$ cat src/rtl/dsp_seq_pkg.sv
// rtl/dsp_seq_pkg.sv - shared types, widths and OPMODE encodings for the MAC sequencer
package dsp_seq_pkg;

    localparam int P_W = 48;
    localparam int M_W = 36;
    localparam int D_W = 18;

    // X mux in bits [1:0], Z mux in bits [3:2]; pre-adder, add/sub and carry bits stay 0
    localparam logic [7:0] OPM_FIRST = 8'h01;
    localparam logic [7:0] OPM_ACC   = 8'h09;
    localparam logic [7:0] OPM_HOLD  = 8'h08;
    localparam logic [7:0] OPM_IDLE  = 8'h00;

    typedef enum logic [1:0] {
        ST_IDLE  = 2'd0,
        ST_RUN   = 2'd1,
        ST_DRAIN = 2'd2,
        ST_DONE  = 2'd3
    } state_e;

    typedef enum logic [1:0] {
        TAG_NONE  = 2'd0,
        TAG_FIRST = 2'd1,
        TAG_ACC   = 2'd2,
        TAG_HOLD  = 2'd3
    } tag_e;

    function automatic logic [7:0] tag_to_opmode(input tag_e tag);
        logic [7:0] opm;
        case (tag)
            TAG_FIRST: opm = OPM_FIRST;
            TAG_ACC:   opm = OPM_ACC;
            TAG_HOLD:  opm = OPM_HOLD;
            default:   opm = OPM_IDLE;
        endcase
        return opm;
    endfunction

endpackage

$ cat src/rtl/dsp_seq_tag_pipe.sv
// rtl/dsp_seq_tag_pipe.sv - delay line aligning accumulate tags with the slice M register
module dsp_seq_tag_pipe
    import dsp_seq_pkg::*;
#(
    parameter int DEPTH = 1
) (
    input  logic       CLK,
    input  logic       RST_N,
    input  tag_e       tag_i,
    output logic [7:0] opmode_o
);

    tag_e pipe_q [DEPTH];

    // Shift tags one stage per cycle; reset empties the pipe so OPMODE idles
    always_ff @(posedge CLK) begin
        if (!RST_N) begin
            for (int i = 0; i < DEPTH; i++) begin
                pipe_q[i] <= TAG_NONE;
            end
        end else begin
            pipe_q[0] <= tag_i;
            for (int i = 1; i < DEPTH; i++) begin
                pipe_q[i] <= pipe_q[i-1];
            end
        end
    end

    assign opmode_o = tag_to_opmode(pipe_q[DEPTH-1]);

endmodule

$ cat src/rtl/dsp_mac_sequencer.sv
// rtl/dsp_mac_sequencer.sv - length-N MAC controller for one DSP slice; DSP_SEQ_STALL_CNT_EN adds stall_cnt
module dsp_mac_sequencer
    import dsp_seq_pkg::*;
#(
    parameter int LEN_W     = 16,
    parameter int OP_DELAY  = 1,
    parameter int RES_DELAY = 3
) (
    input  logic             CLK,
    input  logic             RST_N,
    input  logic             start,
    input  logic [LEN_W-1:0] cfg_len,
    output logic             busy,
    input  logic             s_valid,
    output logic             s_ready,
    input  logic [D_W-1:0]   s_a,
    input  logic [D_W-1:0]   s_b,
    output logic [D_W-1:0]   dsp_a,
    output logic [D_W-1:0]   dsp_b,
    output logic [7:0]       dsp_opmode,
    output logic             dsp_ce,
    output logic             dsp_rst,
    input  logic [P_W-1:0]   dsp_p,
    output logic             res_valid,
    input  logic             res_ready,
    output logic [P_W-1:0]   res_data
`ifdef DSP_SEQ_STALL_CNT_EN
    ,
    output logic [15:0]      stall_cnt
`endif
);

    localparam int DRAIN_W = (RES_DELAY < 1) ? 1 : $clog2(RES_DELAY + 1);

    state_e             state_q, state_d;
    logic [LEN_W-1:0]   len_q, len_d;
    logic [LEN_W-1:0]   cnt_q, cnt_d;
    logic [DRAIN_W-1:0] drain_q, drain_d;
    logic [P_W-1:0]     res_data_q, res_data_d;
    logic [D_W-1:0]     a_q, a_d;
    logic [D_W-1:0]     b_q, b_d;
    tag_e               tag_q, tag_d;
    logic               rst_q;

    // Next-state, operand capture and tag selection; outputs decode from the current state
    always_comb begin
        state_d    = state_q;
        len_d      = len_q;
        cnt_d      = cnt_q;
        drain_d    = drain_q;
        res_data_d = res_data_q;
        a_d        = a_q;
        b_d        = b_q;
        tag_d      = TAG_NONE;
        s_ready    = 1'b0;
        res_valid  = 1'b0;
        busy       = (state_q != ST_IDLE);
        unique case (state_q)
            ST_IDLE: begin
                if (start) begin
                    if (cfg_len != '0) begin
                        len_d   = cfg_len;
                        cnt_d   = '0;
                        state_d = ST_RUN;
                    end else begin
                        res_data_d = '0;
                        state_d    = ST_DONE;
                    end
                end
            end
            ST_RUN: begin
                s_ready = 1'b1;
                tag_d   = TAG_HOLD;
                if (s_valid) begin
                    a_d   = s_a;
                    b_d   = s_b;
                    tag_d = (cnt_q == '0) ? TAG_FIRST : TAG_ACC;
                    cnt_d = cnt_q + LEN_W'(1);
                    if (cnt_q == len_q - LEN_W'(1)) begin
                        drain_d = DRAIN_W'(RES_DELAY);
                        state_d = ST_DRAIN;
                    end
                end
            end
            ST_DRAIN: begin
                tag_d = TAG_HOLD;
                if (drain_q == '0) begin
                    res_data_d = dsp_p;
                    state_d    = ST_DONE;
                end else begin
                    drain_d = drain_q - DRAIN_W'(1);
                end
            end
            ST_DONE: begin
                res_valid = 1'b1;
                if (res_ready) begin
                    state_d = ST_IDLE;
                end
            end
            default: begin
                state_d = ST_IDLE;
            end
        endcase
    end

    // State and datapath registers; reset aborts any transaction in flight
    always_ff @(posedge CLK) begin
        if (!RST_N) begin
            state_q    <= ST_IDLE;
            len_q      <= '0;
            cnt_q      <= '0;
            drain_q    <= '0;
            res_data_q <= '0;
            a_q        <= '0;
            b_q        <= '0;
            tag_q      <= TAG_NONE;
        end else begin
            state_q    <= state_d;
            len_q      <= len_d;
            cnt_q      <= cnt_d;
            drain_q    <= drain_d;
            res_data_q <= res_data_d;
            a_q        <= a_d;
            b_q        <= b_d;
            tag_q      <= tag_d;
        end
    end

    // Slice reset follows our reset, delayed one edge so the slice sees a clean pulse
    always_ff @(posedge CLK) begin
        if (!RST_N) begin
            rst_q <= 1'b1;
        end else begin
            rst_q <= 1'b0;
        end
    end

    // The tag registered with the operands still needs OP_DELAY more stages to meet M
    dsp_seq_tag_pipe #(
        .DEPTH (OP_DELAY)
    ) u_tag_pipe (
        .CLK      (CLK),
        .RST_N    (RST_N),
        .tag_i    (tag_q),
        .opmode_o (dsp_opmode)
    );

    assign dsp_a    = a_q;
    assign dsp_b    = b_q;
    assign dsp_ce   = 1'b1;
    assign dsp_rst  = rst_q;
    assign res_data = res_data_q;

`ifdef DSP_SEQ_STALL_CNT_EN
    logic [15:0] stall_cnt_q, stall_cnt_d;

    // Count RUN cycles starved of operands, saturating; cleared when a start is accepted
    always_comb begin
        stall_cnt_d = stall_cnt_q;
        if (state_q == ST_IDLE && start) begin
            stall_cnt_d = '0;
        end else if (state_q == ST_RUN && !s_valid && stall_cnt_q != 16'hFFFF) begin
            stall_cnt_d = stall_cnt_q + 16'd1;
        end
    end

    // Stall counter register
    always_ff @(posedge CLK) begin
        if (!RST_N) begin
            stall_cnt_q <= '0;
        end else begin
            stall_cnt_q <= stall_cnt_d;
        end
    end

    assign stall_cnt = stall_cnt_q;
`endif

endmodule

$ cat config.mk
export PLATFORM = sky130hd
export DESIGN_NAME = dsp_mac_sequencer
export DESIGN_NICKNAME = d
export VERILOG_FILES = /design/src/rtl/dsp_seq_pkg.sv /design/src/rtl/dsp_seq_tag_pipe.sv /design/src/rtl/dsp_mac_sequencer.sv
export SDC_FILE = /design/constraint.sdc
export NUM_CORES = 1
export LEC_CHECK = 0
export BUFFER_PORTS_ARGS = -buffer_cell sky130_fd_sc_hd__buf_2
export CAP_MARGIN = 10
export CORE_ASPECT_RATIO = 1.25
export CORE_MARGIN = 1
export CORE_UTILIZATION = 34
export CTS_BUF_LIST = sky130_fd_sc_hd__clkbuf_8
export DETAILED_ROUTE_END_ITERATION = 8
export GPL_ROUTABILITY_DRIVEN = 0
export PLACE_DENSITY_LB_ADDON = 0.1
export SLEW_MARGIN = 10
export SYNTH_ARGS = -nofsm -noshare
export SYNTH_HDL_FRONTEND = slang
export SYNTH_SLANG_ARGS = --single-unit
$ cat constraint.sdc
create_clock -name CLK -period 3.5 [get_ports CLK]
set_clock_uncertainty 0.15 [all_clocks]
set_input_delay 0.7 -clock CLK [delete_from_list [all_inputs] [get_ports CLK]]
set_output_delay 0.7 -clock CLK [all_outputs]
set_load 0.03 [all_outputs]
==> results.md, run 1 <==
Global routing:
- The number of antenna violations at the first check in global routing is 0.
- The number of global-route vias before repair is 5116.
- Entering global routing, the biggest net connects between 80 and 90 pins.
- Global routing used 19.6% of the available tracks.
- The wire length of the first global-routing pass is ~25000 um.
- Global routing finished with a remaining overflow of 0.

Power and ir drop:
- Dividing total power by cell area gives a power density of between 500 and 600 nW/um2.
- The maximum resistive drop on vdd is 0.000390 V.
- After layout, the design draws a total of 4160 uW.
- The leakage power summed over all cells is roughly 0.0030 uW.

Yosys:
- The most common flop cell mapped by yosys is dfxtp_1.
- The number of different library cells in the post-synthesis netlist is between 50 and 60.
- The cell count after synthesis is between 600 and 700.
- The area of the mapped netlist is about 5500 um2.
- The number of synthesized register bits is roughly 130.
- A synthesized cell averages 7.90 um2.
- During synthesis, Yosys emitted a total of 0 warnings.
- In the synthesized netlist the async set-or-reset flop fraction comes to 0%.
- The share of the Yosys chip area taken by registers is a little under half.
- The synthesized design contains 0 enable-type register cells.

Cells and area:
- Cells with a size suffix above 1 make up approximately 29% of the layout.
- Compared with the post-synthesis result, the final layout area differs by 27.5%.
- Summing all non-filler instances in the final layout gives an area of 6990 um2.
- The number of antenna repair diodes is 0.
- The leading cell type in the layout, fill and taps excluded is buf_2.
- The utilization after layout is between 40% and 50%.
- The fill cell instance count of the final layout is about 1600.
- In the layout the commonest cells are buf_2 (194), nand2_1 (170), dfxtp_1 (125).
- At the end of the flow, the number of nets in the layout was 984.

STA:
- Headroom to the max-slew limit came out at roughly 53%.
- In the final timing run, aggregate negative setup slack is 0 ns.
- Setup repair after global routing left no endpoint under its margin.
- The slew of the pin with the lowest slew margin is 0.699 ns.
- Setup slack on the critical path of the routed design comes to approximately 0.3 ns.
- The final-report hold violation count is 0.
- Setup violations remaining at the end of the flow were counted as 0.
- Dividing the final minimum period by the clock period gives about nine tenths.
- For the finished layout, the period the worst path requires is between 3 and 4 ns.
- The count of pins over their slew limit is 0.
- Timing would allow up to ~310 MHz.

Floorplan:
- The floorplan die height is ~140 um.
- The die width is between 100 and 150 um.
- The total number of placement rows is 51.
- slightly above 200 I/O pins were placed.
- The floorplan step defined a die boundary enclosing 16600 um2.
- The starting density of the core is roughly a third.
- The core region area is between 15000 and 20000 um2.

Route:
- The first-pass iteration count of the detailed router is 4.
- Summed over all layers, the routed wires come to about 16000 um.
- Once detail routing completed, the nets flagged for antenna violations numbered 0.
- The routed via count is approximately 5400.
- After detailed routing, the number of vias per cell comes to between 4 and 5.
- The count of routing violations after the opening detailed-route iteration is 253.
- The post-detailed-route wirelength per cell is approximately 14 um.
- The residual DRC count is 0.

Setup path:
- The signal on the critical path passes through inv_1 > ha_1 > or2b_1 > a21oi_1 > a311o_1 > a2111oi_4 > nand4_2 > o31a_1 > or4_4 > mux2i_1.
- The element type at the critical path end is a flop.
- The critical path in this run is classified as reg2reg.
- The buffer and inverter count on the worst path is 1.
- Of all nets on the critical path, the largest fanout is 6.
- The worst setup path is launched from a flop.
- The arrival time at the worst endpoint is roughly 3.4 ns.
- Data on the critical path is required at its endpoint by 3.67 ns.
- The delay of the slowest critical-path stage is roughly 0.44 ns.
- The cell with the largest stage delay on the worst path is or4_4.
- The cell family contributing the most delay on the critical path is compound AO/OA/AOI/OAI gates.

Run:
- Max-cap violations in this run came to 0.

Clock tree:
- The number of clock sinks is around 130.
- In this run the number of H-tree levels came out at 4.
- The maximum root-to-sink buffer count is 2.
- The root cell of the clock tree is clkbuf_8.
- TritonCTS built the clock tree.
- The post-cts repair resize count is 0.
- The clock reaches the later pin of the worst-skew pair after between 0.4 and 0.5 ns.
- Buffers added to address setup during post-CTS repair amount to 0.
- The number of buffers inserted during clock tree synthesis is 17.
- The number of hold buffers added after CTS was 0.
- Clock-pin slew was measured on the worst setup and hold paths at about 0.07 ns.

Outcome:
- The flow ran to the end, and the final reports show no timing, DRC or antenna violations.

Placement:
- Once detailed placement completed, the half-perimeter wirelength came to between 10000 and 15000 um.
- Once placement finished, the instance area stood at around 6600 um2.
- The count of input and output buffers is between 150 and 200.
- Timing analysis after detailed placement gives a worst setup slack of 0.298 ns.

Worst hold path:
- The type of the worst min-delay path is reg2reg.
final timing paths:
path | from | cells past startpoint | slack, ns | end
worst min-delay path | tag_q[1]$_SDFF_PN0_ | 1 | 0.29 | u_tag_pipe.pipe_q[0][1]$_SDFF_PN0_
worst max-delay path | len_q[0]$_SDFFE_PN0P_ | 10 | 0.29 | state_q[0]$_SDFFE_PN0P_
worst min register to register | tag_q[1]$_SDFF_PN0_ | 1 | 0.29 | u_tag_pipe.pipe_q[0][1]$_SDFF_PN0_
worst max register to register | len_q[0]$_SDFFE_PN0P_ | 10 | 0.29 | state_q[0]$_SDFFE_PN0P_
logic make-up after synthesis:
family,after synthesis,synth area share (%)
fa+ha+maj,12,2.74
other cells,2,0.137
xor+xnor,30,4.80
simple gates,307,25.7
mux,9,1.69
buf+inv,71,5.50
compound gates,137,13.8
flops,125,45.7
cells in the mapped netlist, drive strengths merged, types with 2 or more instances:
cell    count  area share, %
nand2     170             12
dfxtp     125             46
a21oi     110             10
nand3      59            5.4
clkbuf     44            3.0
nor2       31            2.2
xor2       21            3.4
inv        16            1.1
ha         12            2.7
nor4       11            1.5
buf        10            1.3
nor3        9            1.0
xnor2       9            1.4
nand4       8            1.0
o21ai       8           0.73
mux2i       7            1.3
and3        4           0.46
a21o        3           0.43
a31oi       3           0.34
or4         3           0.57
a22oi       2           0.27
and2        2           0.23
and4        2           0.32
conb        2           0.14
mux2        2           0.41
nand3b      2           0.27
nor4b       2           0.59
o22ai       2           0.23
layer usage:
metal / wire length [um] / GRT usage [%] / vias up / part of all wire, %
met4: 538 / 9.77 / 0 / 3.4
met2: 8110 / 34.1 / 165 / 52
met5: 0 / 0 / - / 0
met1: 6190 / 21.2 / 2488 / 39
met3: 895 / 6.45 / 36 / 5.7
li1: - / - / 2668 / -
registers in the layout, summed over array words and instances (netlist names):
name and count:
dsp_rst 1, tag_q 2, dsp_b 18, res_data 48, len_q 16, dsp_a 18
drain_q 2, cnt_q 16, u_tag_pipe.pipe_q 2, state_q 2
metrics by stage:
stage | std cells | hold WS (ns)
after detailed placement | 1060 | 0.278
after global placement | 1060 | 0.275
after floorplan | 698 | 0.262
after global routing | 1092 | 0.307
final | 1092 | 0.294
after CTS | 1092 | 0.298
worst reg2reg max path: cells and delay by family, from the launching register on:
| family | cells | cell delay (ns) |
|---|---|---|
| compound gates | 4 | 1.20 |
| simple gates | 3 | 0.91 |
| flops | 1 | 0.42 |
| fa+ha+maj | 1 | 0.21 |
| mux | 1 | 0.14 |
| buf+inv | 1 | 0.07 |
where the power goes:
part           switching (uW)  leakage, uW  internal (uW)
sequential               93.6      0.00101           1530
combinational             903      0.00178            428
clock                     608     0.000184            599
total                    1600      0.00298           2560
cell type report:
type | instances | area (um2) | area share (%)
Clock inverter | 13 | 115 | 1.65
Inverter | 17 | 63.8 | 0.913
Tap cell | 212 | 265 | 3.80
Multi-Input combinational cell | 502 | 2710 | 38.7
Timing Repair Buffer | 204 | 1070 | 15.3
Clock buffer | 19 | 262 | 3.74
Sequential cell | 125 | 2500 | 35.8
Note: power is estimated with default switching activity, not from simulation.
==> run 2, diff against run 1 <==
--- a/config.mk
+++ b/config.mk
@@ -17,4 +17,5 @@
 export SLEW_MARGIN = 10
 export SYNTH_ARGS = -nofsm -noshare
 export SYNTH_HDL_FRONTEND = slang
+export SYNTH_HIERARCHICAL = 1
 export SYNTH_SLANG_ARGS = --single-unit
==> run 2 against run 1 <==
Net effect:
- sequential power is essentially flat
- final cell count is essentially flat
- routed wire length is 2.3% higher
- utilization barely moved
- register-to-register slack improved by 0.31 ns
- combinational power grew 3%
- count of clock-buffer cells in the layout down 1
- worst setup slack improved by 0.31 ns
- critical path depth decreased by 3
- hold slack worse by 0.018 ns
- power increased by 3.9%
- final area increased by 0.41%
- critical path type unchanged
- highest routed layer unchanged
==> results.md, run 2 <==
STA:
- Static timing analysis puts the maximum clock frequency at between 300 and 400 MHz.
- The setup total negative slack is 0 ns.
- For the finished layout, the period the worst path requires is approximately 2.9 ns.
- Setup repair after global routing left no endpoint under its margin.
- Setup violations remaining at the end of the flow were counted as 0.
- The final-report hold violation count is 0.
- The worst-case setup margin in the final layout is 0.608 ns.
- Of the available clock period, the critical path in the final layout requires between 80 and 90%.
- The tightest hold path in the finished design has a slack of around 0.28 ns.
- The count of pins over their slew limit came to 0.
- At the pin with the least slew margin, the transition time is roughly 1.1 ns.
- The worst slew margin relative to its limit is about a quarter.

Setup path:
- The highest fanout seen on the critical path is 7.
- The worst register-to-register path begins at len_q[3]$_SDFFE_PN0P_.
- The worst setup path is launched from a flop.
- The required time at the worst-slack endpoint is about 3.7 ns.
- The cell with the largest stage delay on the worst path is or4_4.
- The kind of critical path is reg2reg.
- STA puts the critical path data arrival time at 3.05 ns.
- Tracing the worst setup path back leads to its startpoint at len_q[3]$_SDFFE_PN0P_.
- The kind of cell adding the most delay to the critical path is simple AND/OR/NAND/NOR gates.
- The number of buffers and inverters on the critical path is 0.
- The delay of the slowest critical-path stage is between 0.5 and 0.6 ns.
- Walking the worst path, the cells encountered are or4_4 > or4_1 > a21oi_1 > a211oi_1 > o41ai_4 > o2111ai_2 > mux2i_1.
- The element type at the critical path end is a flop.

Placement:
- The post-placement cell count is about 1100.
- Once detailed placement completed, the half-perimeter wirelength came to about 12000 um.
- OpenSTA, run right after detailed placement, puts the worst setup slack at slightly below 0.6 ns.
- The post-place instance area is around 6600 um2.
- Input and output buffers added on the ports amount to between 150 and 200.

Route:
- The count of nets left with antenna violations after detail routing is 0.
- The post-detailed-routing wire length is 16100 um.
- The first-pass iteration count of the detailed router is 4.
- The final route contains ~5400 vias.
- The detailed router finished its first iteration with roughly 220 violations.
- In the routed design, unresolved DRC markers number 0.
- The post-detailed-route wirelength per cell is between 10 and 15 um.
- Dividing the detail-routed via count by the number of cells gives 4.97.

Cells and area:
- In the layout the commonest cells are buf_2 (194), nand2_1 (173), dfxtp_1 (125).
- Across the whole layout, storage elements account for approximately 2500 um2.
- Leaving out fill and tap cells, the most frequent cell in the layout is buf_2.
- The fill cell instance count of the final layout is around 1600.
- The finished layout holds ~1100 standard cells, fillers aside.
- Cells with a size suffix above 1 make up ~29% of the layout.
- The area taken by multi-input logic gates is around 2700 um2.
- The number of antenna repair diodes is 0.
- The post-synthesis to final-layout area growth is 27.1%.
- In the final design database the tool counted ~980 nets.
- The register with the most flip-flops in the layout has between 40 and 50 of them.
- Once layout is done, the placed cells without fillers occupy ~7000 um2.

Clock tree:
- After clock tree synthesis, the flow added hold-fix buffers numbering 0.
- The clock transition at the registers of the reported paths is 0.08 ns.
- For the worst-skew pair, the clock arrives at the later sink with an insertion delay of approximately 0.43 ns.
- The tree is rooted in a clkbuf_8.
- Buffers added to address setup during post-CTS repair amount to 0.
- The maximum root-to-sink buffer count is 2.
- The H-tree depth is 4.
- The post-cts repair resize count is 0.
- The number of buffers inserted during clock tree synthesis is 17.
- TritonCTS built the clock tree.
- The number of clock sinks is ~130.

Yosys:
- The area of the mapped netlist is between 5000 and 6000 um2.
- The mean cell area of the mapped netlist is 7.97 um2.
- The number of synthesized flops with an enable pin is 0.
- After synthesis, the netlist uses 59 different library cells.
- The largest area contributor in the synthesized netlist is dfxtp_1.
- Counting instances in the post-synthesis netlist gives the leading cell types as nand2_1 (173), dfxtp_1 (125), a21oi_1 (110).
- After synthesis, the cell types taking the most area are dfxtp_1 (45%), nand2_1 (12%), a21oi_1 (10%).
- The number of synthesized register bits is ~130.
- The Yosys step of the flow raised 6 warnings.
- The top cell type by area accounts for between 40 and 50% of the synthesized area.
- Counting every instance in the synthesized netlist gives approximately 690.
- Counting flops with an async set or reset pin after synthesis yields a share of 0%.
- Of the synthesized area, sequential elements account for 45.3%.
- The most common flop cell mapped by yosys is dfxtp_1.
- In the post-synthesis netlist, the cell with the most instances is nand2_1.

Power and ir drop:
- Across the VDD grid, the largest voltage drop is between 0.0002 and 0.0003 V.
- Summed over all cells, the static leakage comes to around 0.0030 uW.
- For this design the ratio of total power to cell area is about 600 nW/um2.

Global routing:
- The number of global-route vias before repair is ~5200.
- The layer with the highest usage is met2.
- The number of antenna violations at the first check in global routing is 0.
- The global routing usage on met2 is roughly 33%.
- Global routing used between 20% and 30% of the available met1 tracks.
- The met3 capacity usage during global routing is under 10%.
- The pin count of the biggest net entering global routing is roughly 110.
- The first global-routing pass estimated between 20000 and 30000 um of wire.
- The overall track demand over capacity in global routing is 19.8%.
- For this run the aggregate overflow at the end of global routing stands at 0.

Floorplan:
- Measured along the x axis, the die boundary spans roughly 120 um.
- The number of top-level design ports is ~200.
- The total number of placement rows is between 50 and 60.
- The starting density of the core is a little over a third.
- The die covers between 15000 and 20000 um2.
- The core region is about 16000 um2.
- The floorplan step set the die height to between 100 and 150 um.

Worst hold path:
- The path class of the tightest hold or removal check is reg2reg.
- The worst hold path begins at tag_q[0]$_SDFF_PN0_.

Outcome:
- The run finished with clean final reports.

Run:
- The total of max-cap violations is 0.
## run 2: cell types whose count changed after synthesis, sizes merged, moves of 6 or more
cell	previous run	this run
xor2	21	13
xnor2	9	17
nand3	59	53
nor2	31	24
## run 2: final cells by class
class                   count  area share (%)
clock buffers              18            3.53
clock inverters            14            2.41
inverters                  15           0.910
multi-input cells         503            38.6
flip-flops and latches    125            35.7
well taps                 212            3.78
repair buffers            204            15.1
## run 2: per-stage QoR
step / power, uW / utilization, %
2_1_floorplan: 2630 / -
6_report: 4320 / 44.7
4_1_cts: 4380 / 44.7
3_5_place_dp: 3030 / 42.0
5_1_grt: 4590 / 44.7
3_3_place_gp: 3000 / 42.0
## run 2: cells by family (layout without fill, tap and decap cells)
logic type	after synthesis	in the layout	synth area share [%]
other cells	2	7	0.136
flops	125	125	45.3
compound gates	142	142	14.6
buf+inv	70	251	6.21
simple gates	308	308	25.6
mux	5	5	0.929
xor+xnor	30	30	4.76
fa+ha+maj	11	11	2.49
## run 2: worst reg2reg max path, stage by stage (launching register included)
cell       delay [ns]
dfxtp_1          0.38
or4_4            0.58
or4_1            0.51
a21oi_1          0.17
a211oi_1         0.09
o41ai_4          0.49
o2111ai_2        0.23
mux2i_1          0.17
## run 2: where the power goes
part           internal, uW  total (uW)  switching (uW)
clock network           725        1330             601
logic                   443        1370             929
registers              1530        1630            92.4
## run 2: final timing paths
path / end / slack (ns) / cells past startpoint
max: state_q[1]$_SDFFE_PN0P_ / 0.61 / 7
min: u_tag_pipe/pipe_q[0][0]$_SDFF_PN0_ / 0.28 / 1
max reg2reg: state_q[1]$_SDFFE_PN0P_ / 0.61 / 7
min reg2reg: u_tag_pipe/pipe_q[0][0]$_SDFF_PN0_ / 0.28 / 1
## run 2: metal layers
layer,part of all wire (%),wire length (um),vias to the layer above
li1,-,-,2681
met1,40,6460,2545
met2,50,8120,162
met3,6.5,1050,29
met4,2.9,473,0
met5,0,0,-
